## config.mk

```make
export PLATFORM = sky130hd
export DESIGN_NAME = zero_detect_sched
export DESIGN_NICKNAME = d
export VERILOG_FILES = /design/src/rtl/zero_detect_sched_pkg.sv /design/src/rtl/zero_detect_sched_rr_arbiter.sv /design/src/rtl/zero_detect_sched.sv
export SDC_FILE = /design/constraint.sdc
export NUM_CORES = 1
export LEC_CHECK = 0
export CORE_MARGIN = 2
export CORE_UTILIZATION = 36
export DETAILED_ROUTE_END_ITERATION = 8
export GPL_ROUTABILITY_DRIVEN = 0
export GPL_TIMING_DRIVEN = 0
export PLACE_DENSITY = 0.79
export SLEW_MARGIN = 20
export SYNTH_ARGS = -nofsm -noshare
export SYNTH_HDL_FRONTEND = slang
export SYNTH_SLANG_ARGS = --single-unit
```

## constraint.sdc

```tcl
create_clock -name clk -period 1.8 [get_ports clk]
set_clock_uncertainty 0.2 [all_clocks]
set_input_delay 0.36 -clock clk [delete_from_list [all_inputs] [get_ports clk]]
set_output_delay 0.36 -clock clk [all_outputs]
set_load 0.05 [all_outputs]
```

## src/rtl/zero_detect_sched_pkg.sv

```systemverilog
// zds_pkg: shared FSM state type and default sizing for zero_detect_sched
package zds_pkg;

    typedef enum logic [1:0] {IDLE, EVAL, RESP} state_t;

    localparam int N_REQ_DEF = 4;
    localparam int DW_DEF    = 8;

endpackage

```

## src/rtl/zero_detect_sched_rr_arbiter.sv

```systemverilog
// rr_arbiter: combinational round-robin pick starting at ptr; ZDS_PRIO0_EN gives requester 0 fixed top priority
module rr_arbiter #(
    parameter int N_REQ = 4,
    parameter int IDW   = 2
) (
    input  logic [N_REQ-1:0] req_i,
    input  logic [IDW-1:0]   ptr_i,
    output logic [N_REQ-1:0] gnt_o,
    output logic [IDW-1:0]   gnt_id_o
);

    // scan from the farthest slot back to ptr so the last hit is the first set bit at or after ptr
    always_comb begin
        gnt_id_o = '0;
        for (int k = N_REQ - 1; k >= 0; k--) begin
            if (req_i[(int'(ptr_i) + k) % N_REQ]) gnt_id_o = IDW'((int'(ptr_i) + k) % N_REQ);
        end
`ifdef ZDS_PRIO0_EN
        if (req_i[0]) gnt_id_o = '0;
`endif
        gnt_o = (|req_i) ? (N_REQ'(1) << gnt_id_o) : '0;
    end

endmodule

```

## src/rtl/zero_detect_sched.sv

```systemverilog
// zero_detect_sched: round-robin sharing of one zero-detect unit among N_REQ requesters (option: ZDS_PRIO0_EN)
import zds_pkg::*;

module zero_detect_sched #(
    parameter int N_REQ = N_REQ_DEF,
    parameter int DW    = DW_DEF,
    parameter int IDW   = $clog2(N_REQ)
) (
    input  logic                clk,
    input  logic                rst_n,
    input  logic [N_REQ-1:0]    req_i,
    input  logic [N_REQ*DW-1:0] req_data_i,
    output logic [N_REQ-1:0]    req_ready_o,
    output logic [DW-1:0]       zd_a_o,
    input  logic                zd_y_i,
    output logic                rsp_valid_o,
    output logic [IDW-1:0]      rsp_id_o,
    output logic                rsp_zero_o,
    input  logic                rsp_ready_i,
    output logic                busy_o
);

    state_t         state_q, state_d;
    logic [DW-1:0]  op_q, op_d;
    logic [IDW-1:0] id_q, id_d;
    logic           zero_q, zero_d;
    logic [IDW-1:0] ptr_q, ptr_d;
    logic [IDW-1:0] ptr_nxt;
    logic [N_REQ-1:0] gnt;
    logic [IDW-1:0]   gnt_id;

    rr_arbiter #(.N_REQ(N_REQ), .IDW(IDW)) u_arb (
        .req_i   (req_i),
        .ptr_i   (ptr_q),
        .gnt_o   (gnt),
        .gnt_id_o(gnt_id)
    );

    assign ptr_nxt     = (id_q == IDW'(N_REQ - 1)) ? '0 : id_q + 1'b1;
    assign req_ready_o = (state_q == IDLE && rst_n) ? gnt : '0;
    assign zd_a_o      = op_q;
    assign rsp_valid_o = state_q == RESP;
    assign rsp_id_o    = id_q;
    assign rsp_zero_o  = zero_q;
    assign busy_o      = state_q != IDLE;

    // next-state: accept in IDLE, sample detector in EVAL, wait for handshake in RESP
    always_comb begin
        state_d = state_q;
        op_d    = op_q;
        id_d    = id_q;
        zero_d  = zero_q;
        ptr_d   = ptr_q;
        case (state_q)
            IDLE: if (|req_i) begin
                op_d    = req_data_i[int'(gnt_id)*DW +: DW];
                id_d    = gnt_id;
                state_d = EVAL;
            end
            EVAL: begin
                zero_d  = zd_y_i;
                state_d = RESP;
            end
            RESP: if (rsp_ready_i) begin
                state_d = IDLE;
`ifdef ZDS_PRIO0_EN
                ptr_d   = (id_q == '0) ? ptr_q : ptr_nxt;
`else
                ptr_d   = ptr_nxt;
`endif
            end
            default: state_d = IDLE;
        endcase
    end

    // state and datapath registers; reset drops any in-flight operation
    always_ff @(posedge clk or negedge rst_n) begin
        if (!rst_n) begin
            state_q <= IDLE;
            op_q    <= '0;
            id_q    <= '0;
            zero_q  <= 1'b0;
            ptr_q   <= '0;
        end else begin
            state_q <= state_d;
            op_q    <= op_d;
            id_q    <= id_d;
            zero_q  <= zero_d;
            ptr_q   <= ptr_d;
        end
    end

endmodule

```

==> results of run 1 <==
## worst paths after layout
path                                       start               endpoint  slack [ns]
min reg2reg                zd_a_o[6]$_DFFE_PN0P_  zd_a_o[6]$_DFFE_PN0P_        0.29
max in group asynchronous                  rst_n   ptr_q[1]$_DFFE_PN0P_        0.35
min                        zd_a_o[6]$_DFFE_PN0P_  zd_a_o[6]$_DFFE_PN0P_        0.29
min in group asynchronous                  rst_n  zd_a_o[7]$_DFFE_PN0P_        0.56
max                         ptr_q[0]$_DFFE_PN0P_         req_ready_o[1]       -0.44
max reg2reg                 ptr_q[0]$_DFFE_PN0P_  zd_a_o[5]$_DFFE_PN0P_       -0.06
## kinds of logic (layout without fill, tap and decap cells)
group / Yosys count / after routing / synth area share
compound gates: 17 / 17 / 0.162
fa+ha+maj: 1 / 1 / 0.0136
buf+inv: 5 / 74 / 0.0382
flops: 15 / 15 / 0.409
mux: 18 / 18 / 0.199
simple gates: 31 / 31 / 0.177
## worst register-to-register path: stages, from the launching register on
cell and delay, ns:
dfrtp_1 0.43, nand2b_4 0.16, a21o_1 0.19, o211ai_2 0.08
buf_6 0.16, buf_6 0.11, buf_6 0.11, mux2i_1 0.18
o221ai_1 0.12
## placed cells by master, fill, tap and decap left out, types with 2 or more instances in the layout
master / synthesis / routed
buf_8: 0 / 2
dfrtp_1: 15 / 14
nand2_1: 14 / 13
nor3_4: 0 / 2
o221ai_1: 8 / 8
clkbuf_4: 0 / 3
nor2_4: 0 / 2
clkdlybuf4s50_1: 0 / 34
buf_4: 0 / 6
nand2b_1: 4 / 2
mux2_2: 2 / 2
clkbuf_2: 0 / 3
dlygate4sd2_1: 0 / 12
buf_6: 2 / 7
nand2b_4: 0 / 2
mux2i_1: 16 / 16
o21ai_0: 2 / 2
nand2_4: 1 / 2
or2_4: 1 / 2
buf_2: 1 / 2
## registers in the layout, summed over array words and instances, names as in the netlist
register and flops:
zd_a_o 8, state_q 2, rsp_zero_o 1, rsp_id_o 2
ptr_q 2
## metrics by stage
stage          TNS, ns  utilization  cells
2_1_floorplan    -1.19            -     87
3_3_place_gp    -10.57        0.638    173
3_5_place_dp    -11.23        0.638    173
4_1_cts          -1.86        0.691    185
5_1_grt          -2.66        0.697    186
6_report         -1.83        0.697    186
## where the power goes
group	internal, uW	total (uW)	switching (uW)
clock	86.2	201	115
combinational	775	1970	1190
sequential	508	637	128
## layer usage
layer | GRT usage | part of all wire | up-vias | wire (um)
li1 | - | - | 462 | -
met5 | 0 | 0 | - | 0
met1 | 0.244 | 0.43 | 452 | 1200
met4 | 0.0917 | 0.017 | 0 | 48
met3 | 0.0355 | 0.045 | 4 | 127
met2 | 0.335 | 0.51 | 34 | 1420
## what timing repair did
item,in CTS,in global routing
setup endpoints to repair,26,16
setup buffers,13,0
hold endpoints to repair,0,15
hold buffers,0,1
gates resized for setup,68,11
pin swaps,9,4
## cell type report
type                            count  area share
Tap cell                           30      0.0219
Buffer                              2     0.00951
Sequential cell                    15       0.220
Clock buffer                        4      0.0154
Inverter                            2     0.00732
Timing Repair Buffer               66       0.367
Multi-Input combinational cell     67       0.358
==> qor.yml, run 1 <==
clock_tree:
  path_clk_slew_ns: 0.09
  numCtsBuffers: 3
  clkLatencyLatePin_ns: 0.28
  clkSinkCount: 15
  cts_tree: "done"
  clock-root-buffer: "clkbuf_4"
  clockBufferDepth: 2
  htree_levels: 1
logic_synthesis:
  netlist_area_um2: 917
  ys_types: 30
  synth_area_leaders: "dfrtp_1 (41%), mux2i_1 (17%), o221ai_1 (7.6%), nand2_1 (5.7%), nand2b_1 (2.7%)"
  synth_common_cells: "mux2i_1 (16), dfrtp_1 (15), nand2_1 (14)"
  ys_warn_count: 0
  synth_top_area_frac: 0.409
  syn_avg_cell_area_um2: 10.5
  synth.most_common_cell: "mux2i_1"
  synth_cells: 87
  async_reset_ff_frac: 1.00
  syn_nets: 128
  synth_edf_count: 0
  yosysTopAreaCell: "dfrtp_1"
  ys_seq_elements: 15
  synth_ff_type: "dfrtp_1"
  ys_seq_area_frac: 0.409
critical_path:
  critPathSlowestCell: "dfrtp_1"
  path_class: "reg2out"
  crit_arrival_ns: 1.68
  endpoint_kind: "primary output"
  crit_required_ns: 1.24
  crit_fanout: 3
  path_delay_family: "simple AND/OR/NAND/NOR gates"
  cpPeakStageDelay_ns: 0.43
  crit_chain: "nand2b_4, and2b_2, o32a_4, nor3_4, buf_6"
  startpoint_type: "flip-flop"
  reg2reg_depth: 8
  worst-path-buf-inv: 1
  crit_cells: 5
sta:
  max_freq_ghz: 0.446
  hold_ws_ns: 0.294
  rsz0062_at_grt: "true"
  period_share: 1.24
  finalWorstSetupSlack_ns: -0.440
  period_minus_slack_ns: 2.24
  worst_pin_slew_ns: 0.695
  final_hold_viol_count: 0
  report.final.slew_viol_count: 0
  relSlewSlack: 0.535
  setup_viol: 8
cells_and_area:
  fillers: 204
  diodes: 0
  final_area_mm2: 0.00171
  regArea_um2: 377
  synthToLayoutAreaGrowth_pct: 86.5
  multiInputGateArea_um2: 613
  layout.nets: 198
  drive_gt1_frac: 0.301
drt:
  drt-pass1-iter-count: 4
  first_iter_violations: 12
  drt-total-wl_mm: 2.80
  via_per_inst: 5.12
  wire_per_inst_um: 15.1
  vias: 952
  antenna_left: 0
  drcViolationCount: 0
global_routing:
  grt_pass1_wl_mm: 4.06
  grt_max_degree: 18
  grt_pass1_vias: 894
  antenna_found_initial: 0
  track_usage: 0.199
  overflow: 0
pwr:
  powerDensity_mw_per_mm2: 1640
  leakage_uw: 0.000802
  total_power_uw: 2800
  ir_drop_v: 0.00118
worst_hold_path:
  hp-class: "reg2reg"
  min_path_cells: 2
place:
  dp_slack_ns: -1.48
  io_buffers: 56
  dpl_cell_area_mm2: 0.00157
  dp_hpwl_mm: 2.02
status:
  violations: "setup timing"
  status: "finished, violations left"
floorplan:
  die-area_mm2: 0.00297
  fp.dieW_um: 54.5
  rows: 18
  die_h_um: 54.5
  start_util: 0.374
  io_pins: 57
  coreArea_mm2: 0.00245
flow_run:
  cap_violations: 0
(Power assumes the default switching activity.)
==> run 2: changes to the inputs <==
--- a/config.mk
+++ b/config.mk
@@ -10,6 +10,7 @@
 export DETAILED_ROUTE_END_ITERATION = 8
 export GPL_ROUTABILITY_DRIVEN = 0
 export GPL_TIMING_DRIVEN = 0
+export MAX_ROUTING_LAYER = met4
 export PLACE_DENSITY = 0.79
 export SLEW_MARGIN = 20
 export SYNTH_ARGS = -nofsm -noshare
==> run 2 against run 1 <==
Against the previous run:
- the run still ends with setup timing left
- sequential share of layout area stayed put
- die area is the same
- maximum frequency about the same
- highest routed layer unchanged
- register-to-register slack is essentially flat
- global-route usage grew 0.56 points
- utilization did not move
- routed wire length fell by 0.54%
- via count fell by 0.32%
- count of clock-buffer cells in the layout unchanged
- flip-flop and latch count is the same
- sequential power about the same
- final cell count did not move
==> qor.yml, run 2 (synthesized netlist as in run 1, its figures left out) <==
worst_hold_path:
  min_from: "zd_a_o[6]$_DFFE_PN0P_"
  hp-class: "reg2reg"
  min_path_cells: 2  # unchanged
  holdPathEnd: "zd_a_o[6]$_DFFE_PN0P_"
pwr:
  leakage_uw: 0.000802  # unchanged
  switchingPower_uw: 1430  # -0.20%
  swShare: 0.511  # about the same
  seqPwrFrac: 0.227  # about the same
  total_power_uw: 2800  # -0.10%
  combPwrFrac: 0.701  # about the same
  powerDensity_mw_per_mm2: 1640  # -0.10%
  p_int_uw: 1370  # about the same
  ir_drop_v: 0.00119  # +0.15%
  clkPwrFrac: 0.072  # about the same
global_routing:
  overflow: 0  # unchanged
  grt_max_degree: 18  # unchanged
  track_usage: 0.204  # +0.00564
  grt_pass1_vias: 891  # -0.34%
  antenna_found_initial: 0  # unchanged
  grt_pass1_wl_mm: 4.07  # +0.17%
sta:
  rsz0062_at_grt: "true"
  max_freq_ghz: 0.446  # about the same
  relSlewSlack: 0.534  # -0.00127
  period_minus_slack_ns: 2.24  # +0.000628 ns
  report.final.slew_viol_count: 0  # unchanged
  worst_pin_slew_ns: 0.697  # +0.00190 ns
  final_hold_viol_count: 0  # unchanged
  period_share: 1.25  # about the same
  setup_viol: 8  # unchanged
  finalWorstSetupSlack_ns: -0.441  # -0.000628 ns
  finalSetupTns_ns: -1.85  # -0.0213 ns
cells_and_area:
  synthToLayoutAreaGrowth_pct: 86.5  # unchanged
  layout_common_cells: "clkdlybuf4s50_1 (34), mux2i_1 (16), dfrtp_1 (14), nand2_1 (13), dlygate4sd2_1 (12)"
  final_core_util: 0.697  # unchanged
  largest_reg_flops: 8  # unchanged
  final_area_mm2: 0.00171  # unchanged
  drive_gt1_frac: 0.301  # unchanged
  layout.nets: 198  # unchanged
  diodes: 0  # unchanged
  final_common_cell: "clkdlybuf4s50_1"
clock_tree:
  path_clk_slew_ns: 0.09  # about the same
  cts_tree: "done"
  clockBufferDepth: 2  # unchanged
  clkSinkCount: 15  # unchanged
  clkLatencyLatePin_ns: 0.28  # about the same
  numCtsBuffers: 3  # unchanged
  clock-root-buffer: "clkbuf_4"
  htree_levels: 1  # unchanged
floorplan:
  die_h_um: 54.5  # unchanged
  die-area_mm2: 0.00297  # unchanged
  coreArea_mm2: 0.00245  # unchanged
  io_pins: 57  # unchanged
  rows: 18  # unchanged
  start_util: 0.374  # unchanged
  fp.dieW_um: 54.5  # unchanged
critical_path:
  reg2reg_depth: 8  # unchanged
  r2r_end: "zd_a_o[5]$_DFFE_PN0P_"
  startpoint_type: "flip-flop"
  crit_required_ns: 1.24  # about the same
  crit_arrival_ns: 1.68  # about the same
  crit_fanout: 3  # unchanged
  r2r_start: "ptr_q[0]$_DFFE_PN0P_"
  path_class: "reg2out"
  endpoint_kind: "primary output"
  reg2reg_slack_ns: -0.06  # about the same
drt:
  wire_per_inst_um: 15.0  # -0.54%
  drt-total-wl_mm: 2.79  # -0.54%
  antenna_left: 0  # unchanged
  first_iter_violations: 11  # -1
  via_per_inst: 5.10  # -0.32%
  drt-pass1-iter-count: 4  # unchanged
  vias: 949  # -0.32%
  drcViolationCount: 0  # unchanged
place:
  dp_slack_ns: -1.48  # unchanged
  dpl_cell_area_mm2: 0.00157  # unchanged
  dp_hpwl_mm: 2.02  # unchanged
  io_buffers: 56  # unchanged
status:
  violations: "setup timing"
  status: "finished, violations left"
flow_run:
  cap_violations: 0  # unchanged
[run 2: final cells by class]
cell class	instances	area, um^2
multi-input cells	67	613
clock buffers	4	26.3
flip-flops and latches	15	377
well taps	30	37.5
plain buffers	2	16.3
repair buffers	66	628
inverters	2	12.5
fillers	204	744
[run 2: worst max path at each step]
stage          cells past startpoint              startpoint        endpoint  slack, ns
6_report                           5    ptr_q[0]$_DFFE_PN0P_  req_ready_o[1]      -0.44
5_1_grt                            5    ptr_q[0]$_DFFE_PN0P_  req_ready_o[1]      -0.51
4_1_cts                            7    ptr_q[0]$_DFFE_PN0P_  req_ready_o[0]      -0.45
3_5_place_dp                       4                   rst_n  req_ready_o[2]      -1.48
3_3_place_gp                       4                   rst_n  req_ready_o[2]      -1.47
2_1_floorplan                      5  state_q[0]$_DFFE_PN0P_  req_ready_o[1]      -0.33
[run 2: worst max-delay path, cell delays in order, from the launching register on]
cell,delay (ns)
dfrtp_1,0.43
nand2b_4,0.16
and2b_2,0.22
o32a_4,0.22
nor3_4,0.19
buf_6,0.18
[run 2: power by group through the flow]
stage | logic (uW) | registers (uW) | clock network (uW)
after floorplan | 879 | 1030 | 0
after global placement | 1830 | 624 | 0
after detailed placement | 1860 | 630 | 0
after CTS | 1960 | 633 | 206
after global routing | 2100 | 658 | 220
final | 1960 | 635 | 203
[run 2: metrics by stage]
step           cells  hold slack [ns]
2_1_floorplan     87           -0.136
3_3_place_gp     173            0.270
3_5_place_dp     173            0.277
4_1_cts          185           0.0974
5_1_grt          186            0.321
6_report         186            0.295
[run 2: metal layers]
layer  wire [um]  track usage  vias up
met5           0            -        -
met4          48       0.0917        0
met3          97       0.0301        4
met2        1420        0.333       31
met1        1220        0.250      452
li1            -            -      462
[run 2: repair_timing]
item                                    CTS  global route
pin swaps                                 9             4
gates resized for setup                  68            11
endpoints found under the hold margin     0            15
buffers inserted                         13             0
hold buffers                              0             1
endpoints found under the setup margin   26            16
